`src/rtl/operand_unpacker_if.sv`:
```
// operand_unpacker_if: bundle between the operand producer, the operand
// unpacker and the multiply-adder.
//
// Input side (producer -> unpacker):
//   a_packed, b_packed, c_in, bitSizeA, bitSizeB, valid_in, ready_in.
// Output side (unpacker -> multiply-adder):
//   row, column, C_out, bitSizeA_o, bitSizeB_o, valid_out, ready_out,
//   and err_o, which pulses when an illegal transfer is dropped.
//
// Handshake: a transfer happens on a rising clock edge where valid and ready
// are both high. The sender holds its payload stable while valid is high and
// ready is low. Ready may be high while valid is low.
//
// Modports: slave is the unpacker's view. master is the view of the
// environment that drives both neighbours.
interface operand_unpacker_if #(
    parameter int K         = 2,
    parameter int MAX_WIDTH = 16,
    parameter int P         = 2,
    parameter int BS_W      = $clog2(MAX_WIDTH / P) + 2
);
    logic [K*MAX_WIDTH-1:0]        a_packed;
    logic [K*MAX_WIDTH-1:0]        b_packed;
    logic [31:0]                   c_in;
    logic [BS_W-1:0]               bitSizeA;
    logic [BS_W-1:0]               bitSizeB;
    logic                          valid_in;
    logic                          ready_in;
    logic signed [MAX_WIDTH-1:0]   row [K];
    logic signed [MAX_WIDTH-1:0]   column [K];
    logic [31:0]                   C_out;
    logic [BS_W-1:0]               bitSizeA_o;
    logic [BS_W-1:0]               bitSizeB_o;
    logic                          valid_out;
    logic                          ready_out;
    logic                          err_o;

    modport slave (
        input  a_packed, b_packed, c_in, bitSizeA, bitSizeB, valid_in, ready_out,
        output ready_in, row, column, C_out, bitSizeA_o, bitSizeB_o, valid_out, err_o
    );

    modport master (
        output a_packed, b_packed, c_in, bitSizeA, bitSizeB, valid_in, ready_out,
        input  ready_in, row, column, C_out, bitSizeA_o, bitSizeB_o, valid_out, err_o
    );
endinterface

```
`src/rtl/operand_unpacker.sv`:
```
// operand_unpacker: staging stage in front of the sequential multiply-adder.
//
// Each accepted transfer carries K packed A elements and K packed B elements.
// Their widths are bitSizeA*P and bitSizeB*P bits. Every element is
// sign-extended to MAX_WIDTH and stored with the accumulator seed and both
// precisions in a DEPTH-entry FIFO. A transfer whose precision is out of range
// is still accepted, but it is not stored. err_o is then high for one cycle.
//
// Ports:
//   clk_i   clock
//   rst_ni  synchronous active-low reset
//   bus     operand_unpacker_if.slave (input transfer, head entry, err_o)
module operand_unpacker #(
    parameter int K         = 2,
    parameter int MAX_WIDTH = 16,
    parameter int P         = 2,
    parameter int DEPTH     = 2,
    parameter int BS_W      = $clog2(MAX_WIDTH / P) + 2
) (
    input  logic               clk_i,
    input  logic               rst_ni,
    operand_unpacker_if.slave  bus
);
    localparam int PTR_W = (DEPTH > 1) ? $clog2(DEPTH) : 1;
    localparam int CNT_W = $clog2(DEPTH + 1);
    localparam logic [CNT_W-1:0] FULL   = CNT_W'(DEPTH);
    localparam logic [PTR_W-1:0] LAST   = PTR_W'(DEPTH - 1);
    localparam logic [31:0]      MAX_BS = 32'(MAX_WIDTH / P);

    typedef struct packed {
        logic [K-1:0][MAX_WIDTH-1:0] row;
        logic [K-1:0][MAX_WIDTH-1:0] column;
        logic [31:0]                 c;
        logic [BS_W-1:0]             bs_a;
        logic [BS_W-1:0]             bs_b;
    } entry_t;

    entry_t           mem [DEPTH];
    entry_t           in_entry;
    entry_t           head;
    logic [PTR_W-1:0] wr_ptr;
    logic [PTR_W-1:0] rd_ptr;
    logic [CNT_W-1:0] count;
    logic             err_q;
    logic             ready;
    logic             valid;
    logic             legal;
    logic             push;
    logic             enq;
    logic             pop;

    // Move element idx of width bs*P to the bottom of the word. Shift it up to
    // the MSB, then shift it back down arithmetically. That replicates its sign
    // bit without a variable-width part-select.
    function automatic logic [MAX_WIDTH-1:0] unpack_elem(
        input logic [K*MAX_WIDTH-1:0] packed_v,
        input logic [BS_W-1:0]        bs,
        input int                     idx
    );
        logic [31:0]                 w;
        logic [31:0]                 sh;
        logic [K*MAX_WIDTH-1:0]      shifted;
        logic [MAX_WIDTH-1:0]        t;
        logic signed [MAX_WIDTH-1:0] s;
        w       = 32'(bs) * 32'(P);
        sh      = 32'(MAX_WIDTH) - w;
        shifted = packed_v >> (32'(idx) * w);
        t       = shifted[MAX_WIDTH-1:0] << sh;
        s       = $signed(t) >>> sh;
        return $unsigned(s);
    endfunction

    function automatic logic [PTR_W-1:0] bump(input logic [PTR_W-1:0] p);
        return (p == LAST) ? '0 : p + 1'b1;
    endfunction

    function automatic logic bs_legal(input logic [BS_W-1:0] bs);
        return (bs != '0) && (32'(bs) <= MAX_BS);
    endfunction

    always_comb begin
        in_entry      = '0;
        in_entry.c    = bus.c_in;
        in_entry.bs_a = bus.bitSizeA;
        in_entry.bs_b = bus.bitSizeB;
        for (int i = 0; i < K; i++) begin
            in_entry.row[i]    = unpack_elem(bus.a_packed, bus.bitSizeA, i);
            in_entry.column[i] = unpack_elem(bus.b_packed, bus.bitSizeB, i);
        end
    end

    // ready drops while in reset. A pop in the same cycle does not reopen a
    // full FIFO.
    assign ready = (count != FULL) & rst_ni;
    assign valid = (count != '0);
    assign legal = bs_legal(bus.bitSizeA) & bs_legal(bus.bitSizeB);
    assign push  = bus.valid_in & ready;
    assign enq   = push & legal;
    assign pop   = valid & bus.ready_out;

    always_ff @(posedge clk_i) begin
        if (!rst_ni) begin
            count  <= '0;
            wr_ptr <= '0;
            rd_ptr <= '0;
            err_q  <= 1'b0;
        end else begin
            err_q <= push & ~legal;
            if (enq) wr_ptr <= bump(wr_ptr);
            if (pop) rd_ptr <= bump(rd_ptr);
            if (enq && !pop)      count <= count + 1'b1;
            else if (!enq && pop) count <= count - 1'b1;
        end
    end

    // The storage is never reset. Stale contents cannot be seen because the
    // head is forced to zero while the FIFO is empty.
    always_ff @(posedge clk_i) begin
        if (enq) mem[wr_ptr] <= in_entry;
    end

    assign head = valid ? mem[rd_ptr] : '0;

    always_comb begin
        for (int i = 0; i < K; i++) begin
            bus.row[i]    = $signed(head.row[i]);
            bus.column[i] = $signed(head.column[i]);
        end
    end

    assign bus.ready_in   = ready;
    assign bus.valid_out  = valid;
    assign bus.C_out      = head.c;
    assign bus.bitSizeA_o = head.bs_a;
    assign bus.bitSizeB_o = head.bs_b;
    assign bus.err_o      = err_q;
endmodule
```
`src/flat_wrapper.sv`:
```
// flat-port wrapper written by rule: the top's interface ports become plain ports
module operand_unpacker_flat 
#(
    parameter int K         = 2,
    parameter int MAX_WIDTH = 16,
    parameter int P         = 2,
    parameter int DEPTH     = 2,
    parameter int BS_W      = $clog2(MAX_WIDTH / P) + 2
)
  (clk_i, rst_ni, bus_a_packed, bus_b_packed, bus_c_in, bus_bitSizeA, bus_bitSizeB, bus_valid_in, bus_ready_out, bus_ready_in, bus_row, bus_column, bus_C_out, bus_bitSizeA_o, bus_bitSizeB_o, bus_valid_out, bus_err_o);
  operand_unpacker_if #(.K(K), .MAX_WIDTH(MAX_WIDTH), .P(P), .BS_W(BS_W)) bus_i ();
  input  logic clk_i;
  input  logic rst_ni;
  input wire logic [$bits(bus_i.a_packed)-1:0] bus_a_packed;
  input wire logic [$bits(bus_i.b_packed)-1:0] bus_b_packed;
  input wire logic [$bits(bus_i.c_in)-1:0] bus_c_in;
  input wire logic [$bits(bus_i.bitSizeA)-1:0] bus_bitSizeA;
  input wire logic [$bits(bus_i.bitSizeB)-1:0] bus_bitSizeB;
  input wire logic [$bits(bus_i.valid_in)-1:0] bus_valid_in;
  input wire logic [$bits(bus_i.ready_out)-1:0] bus_ready_out;
  output wire logic [$bits(bus_i.ready_in)-1:0] bus_ready_in;
  output wire logic [$bits(bus_i.row)-1:0] bus_row;
  output wire logic [$bits(bus_i.column)-1:0] bus_column;
  output wire logic [$bits(bus_i.C_out)-1:0] bus_C_out;
  output wire logic [$bits(bus_i.bitSizeA_o)-1:0] bus_bitSizeA_o;
  output wire logic [$bits(bus_i.bitSizeB_o)-1:0] bus_bitSizeB_o;
  output wire logic [$bits(bus_i.valid_out)-1:0] bus_valid_out;
  output wire logic [$bits(bus_i.err_o)-1:0] bus_err_o;
  assign bus_i.a_packed = bus_a_packed;
  assign bus_i.b_packed = bus_b_packed;
  assign bus_i.c_in = bus_c_in;
  assign bus_i.bitSizeA = bus_bitSizeA;
  assign bus_i.bitSizeB = bus_bitSizeB;
  assign bus_i.valid_in = bus_valid_in;
  assign bus_i.ready_out = bus_ready_out;
  assign bus_ready_in = bus_i.ready_in;
  assign bus_row = {>>{bus_i.row}};
  assign bus_column = {>>{bus_i.column}};
  assign bus_C_out = bus_i.C_out;
  assign bus_bitSizeA_o = bus_i.bitSizeA_o;
  assign bus_bitSizeB_o = bus_i.bitSizeB_o;
  assign bus_valid_out = bus_i.valid_out;
  assign bus_err_o = bus_i.err_o;
  operand_unpacker #(.K(K), .MAX_WIDTH(MAX_WIDTH), .P(P), .DEPTH(DEPTH), .BS_W(BS_W)) u_core (.clk_i(clk_i), .rst_ni(rst_ni), .bus(bus_i));
endmodule
```
`config.mk`:
```
export PLATFORM = sky130hd
export DESIGN_NAME = operand_unpacker_flat
export DESIGN_NICKNAME = d
export VERILOG_FILES = /design/src/rtl/operand_unpacker_if.sv /design/src/rtl/operand_unpacker.sv /design/src/flat_wrapper.sv
export SDC_FILE = /design/constraint.sdc
export NUM_CORES = 1
export LEC_CHECK = 0
export ABC_CLOCK_PERIOD_IN_PS = 34700
export BUFFER_PORTS_ARGS = -buffer_cell sky130_fd_sc_hd__clkbuf_2
export CORE_MARGIN = 3
export CORE_UTILIZATION = 55
export DETAILED_ROUTE_END_ITERATION = 10
export PLACE_DENSITY = 0.86
export SLEW_MARGIN = 20
export SYNTH_ARGS = -nofsm -noshare
export SYNTH_HDL_FRONTEND = slang
export SYNTH_SLANG_ARGS = --single-unit
```
`constraint.sdc`:
```
create_clock -name clk_i -period 34.7 [get_ports clk_i]
set_input_delay 5.205 -clock clk_i [delete_from_list [all_inputs] [get_ports clk_i]]
set_output_delay 5.205 -clock clk_i [all_outputs]
set_load 0.01 [all_outputs]
```
==> impl_results.md <==
- Sequential Power Share: 38.7%
- Post-synthesis sequential area ratio: 42.9%
- HPWL after DPL: 30400 µm
- Met1 usage: 42.7%
- Largest net degree at the start of global routing: 76
- CTS Sinks: 218
- Clock transition at path regs: 50 ps
- RePlAce Congestion: 0.981
- Slew Viols, Final: 0
- CP required: 29490 ps
- Initial antenna violation count: 2
- Port buffer count: 218
- Synth Area in Adders: 0.248%
- Vias per cell: 6.74
- Final core utilization: 62.9%
- Crit share post-route: 31.6%
- Post-Synthesis Cell Area: 15100 µm²
- RSZ-0062 raised after global routing: no
- Die Height: 172 µm
- Post-route minimum period: 10980 ps
- Post-synthesis xor/xnor area fraction: 0.522%
- WL/cell: 23.1 µm
- Post-synth ARST share: 0%
- Commonest cells after routing, fill and taps aside: clkbuf_2, edfxtp_1, nor2_1
- Pwr Density: 45.9 nW/µm²
- P_leak: 5.88 nW
- Synthesized instance count: 1363
- CP Launch Type: input port
- Fill cells: 2125
- Total of max-cap violations: 0
- Final setup viols: 0
- Commonest non-fill, non-tap cell in the layout: clkbuf_2
- CTS tree: yes
- Maximum VDD drop: 0.0420 mV
- DRC: 0
- Int Pwr: 0.000517 W
- Routed Antenna Nets: 0
- Avg Cell Area, Syn: 11.1 µm²
- Largest family of logic cells by synthesized area: multiplexers
- Setup Buffers After CTS: 0
- Worst Path Arrival: 5780 ps
- Die Width: 172 µm
- CP Capture Type: output pin
- Total congestion overflow: 0
- Io pins: 219
- Nets: 1635
- First-pass GRT wire length: 66700 µm
- Distinct cells, synth: 103
- Setup TNS: 0 ps
- GR Util met2: 43.0%
- Core Region: 27000 µm²
- Global Route Usage Sum: 28.4%
- Placement row count: 60
- GRT busiest layer: met2
- Area of the multi-input gates: 8000 µm²
- Mux cell area share after synthesis: 22.1%
- Drt pass-1 iters: 5
- Starting Density: 56.1%
- Post-route cell area: 17000 µm²
- Clk_skew: 34.5 ps
- DP Cell Count: 1837
- Synth warn: 0
- CP Max Fanout: 6
- Synthesized Nets: 1476
- Routing usage on met3: 4.32%
- DIE AREA: 29500 µm²
- Synth Area in Simple Gates: 13.5%
- Via count: 12700
- Yosys reg bits: 218
- Hold_buf cts: 0
- Post-synthesis compound-gate area fraction: 16.4%
- F_max: 91.1 MHz
- WL final: 43500 µm
- Reg area: 6490 µm²
- Status: completed
- Non-Filler Instances: 1881
- Post-DP Area: 16200 µm²
- Synth-to-Final Area Change: 12.2%
- Iteration-0 DRC Markers: 1699
- Primary FF master, synth: edfxtp_1
- CTS Buf Count: 23
- Post-synth EDFFs: 212
- # H-tree levels: 1
- Sw Share: 33.6%
- Number of global-route vias before repair: 11900
- Slew at the pin with the worst max-slew slack: 1080 ps
- Resize count post-CTS: 0
- Logic pwr share: 32.6%
- Clk_lat worst skew: 530 ps
- Crit Path Class: input port to output pin
- Share of layout cells above drive strength 1: 26.1%
- Clock network power share: 28.7%
- Normalized max-slew margin: 27.9%
- Sw Pwr: 0.000261 W
- Clock Path Buffers: 3
- Final Hold Fails: 0
- Root Driver: clkbuf_16
- Min-Delay Path Class: flop to flop
state kept, by name (all words and copies together) (netlist names), named ones only:
name	flops
u_core.mem	212
u_core.count	2
u_core.bus.err_o	1
u_core.rd_ptr	1
u_core.wr_ptr	1
per-layer routing:
layer | vias up | wire [µm]
met5 | - | 0
met4 | 0 | 1200
met3 | 87 | 3940
met2 | 740 | 19700
met1 | 6136 | 18600
li1 | 5714 | -
synthesized netlist by cell type (all sizes together) (8+ instances only):
library cell,number,area [µm²]
a211oi,19,158
a21oi,55,279
a221oi,10,135
a22oi,14,115
a31oi,18,113
and2,15,93.8
buf,56,394
clkbuf,51,195
edfxtp,212,6370
inv,13,48.8
mux2,34,383
mux2i,153,1530
mux4,61,1430
nand2,85,322
nand2b,9,56.3
nand3,30,150
nand4,9,56.3
nor2,187,707
nor2b,13,81.3
nor3,32,181
nor4,10,68.8
o211ai,25,188
o21ai,60,308
o221ai,13,114
o22ai,10,62.6
o311ai,8,77.6
o31ai,8,60.1
o32ai,9,78.8
area by class of cell:
cell class	instances	area share (%)
Multi-Input combinational cell	1020	47.2
Sequential cell	218	38.3
Timing Repair Buffer	241	7.60
Clock buffer	32	3.65
Tap cell	341	2.52
Inverter	18	0.398
Clock inverter	9	0.369
Antenna cell	2	0.0295
kinds of logic after synthesis:
| group | count (synthesis) |
|---|---|
| AND/OR/NAND/NOR | 426 |
| AO/OA/AOI/OAI | 334 |
| multiplexers | 248 |
| flip-flops | 218 |
| buffers and inverters | 125 |
| XOR/XNOR | 9 |
| adder cells (fa/ha/maj) | 3 |
critical path: stages:
cell and delay (ps):
clkbuf_2 130, a21boi_0 260, clkbuf_2 180
power groups by stage:
| stage | logic, W | registers, W | clock network (W) |
|---|---|---|---|
| finish | 0.000253 | 0.000301 | 0.000224 |
| global route | 0.000273 | 0.000302 | 0.000238 |
| CTS | 0.000248 | 0.000301 | 0.000227 |
| detailed placement | 0.000247 | 0.000307 | 0 |
| global placement | 0.000243 | 0.000307 | 0 |
| floorplan | 0.000167 | 0.000300 | 0 |
per-stage QoR:
| stage | hold slack, ps | power [W] | setup slack, ps |
|---|---|---|---|
| after floorplan | 475 | 0.000467 | 19430 |
| after global placement | 526 | 0.000549 | 23750 |
| after detailed placement | 572 | 0.000554 | 23720 |
| after CTS | 580 | 0.000776 | 23720 |
| after global routing | 611 | 0.000814 | 23660 |
| final | 588 | 0.000778 | 23720 |
worst paths after layout:
path,cells after the start,endpoint,startpoint,slack (ps)
hold / removal,2,flop,u_core.rd_ptr,590
setup reg to reg,6,u_core.mem[1][4],u_core.count[0],31740
setup / recovery,3,bus_ready_in,rst_ni,23720
hold reg to reg,2,flop,u_core.rd_ptr,590
No activity file was read; power rests on OpenSTA's default activity.
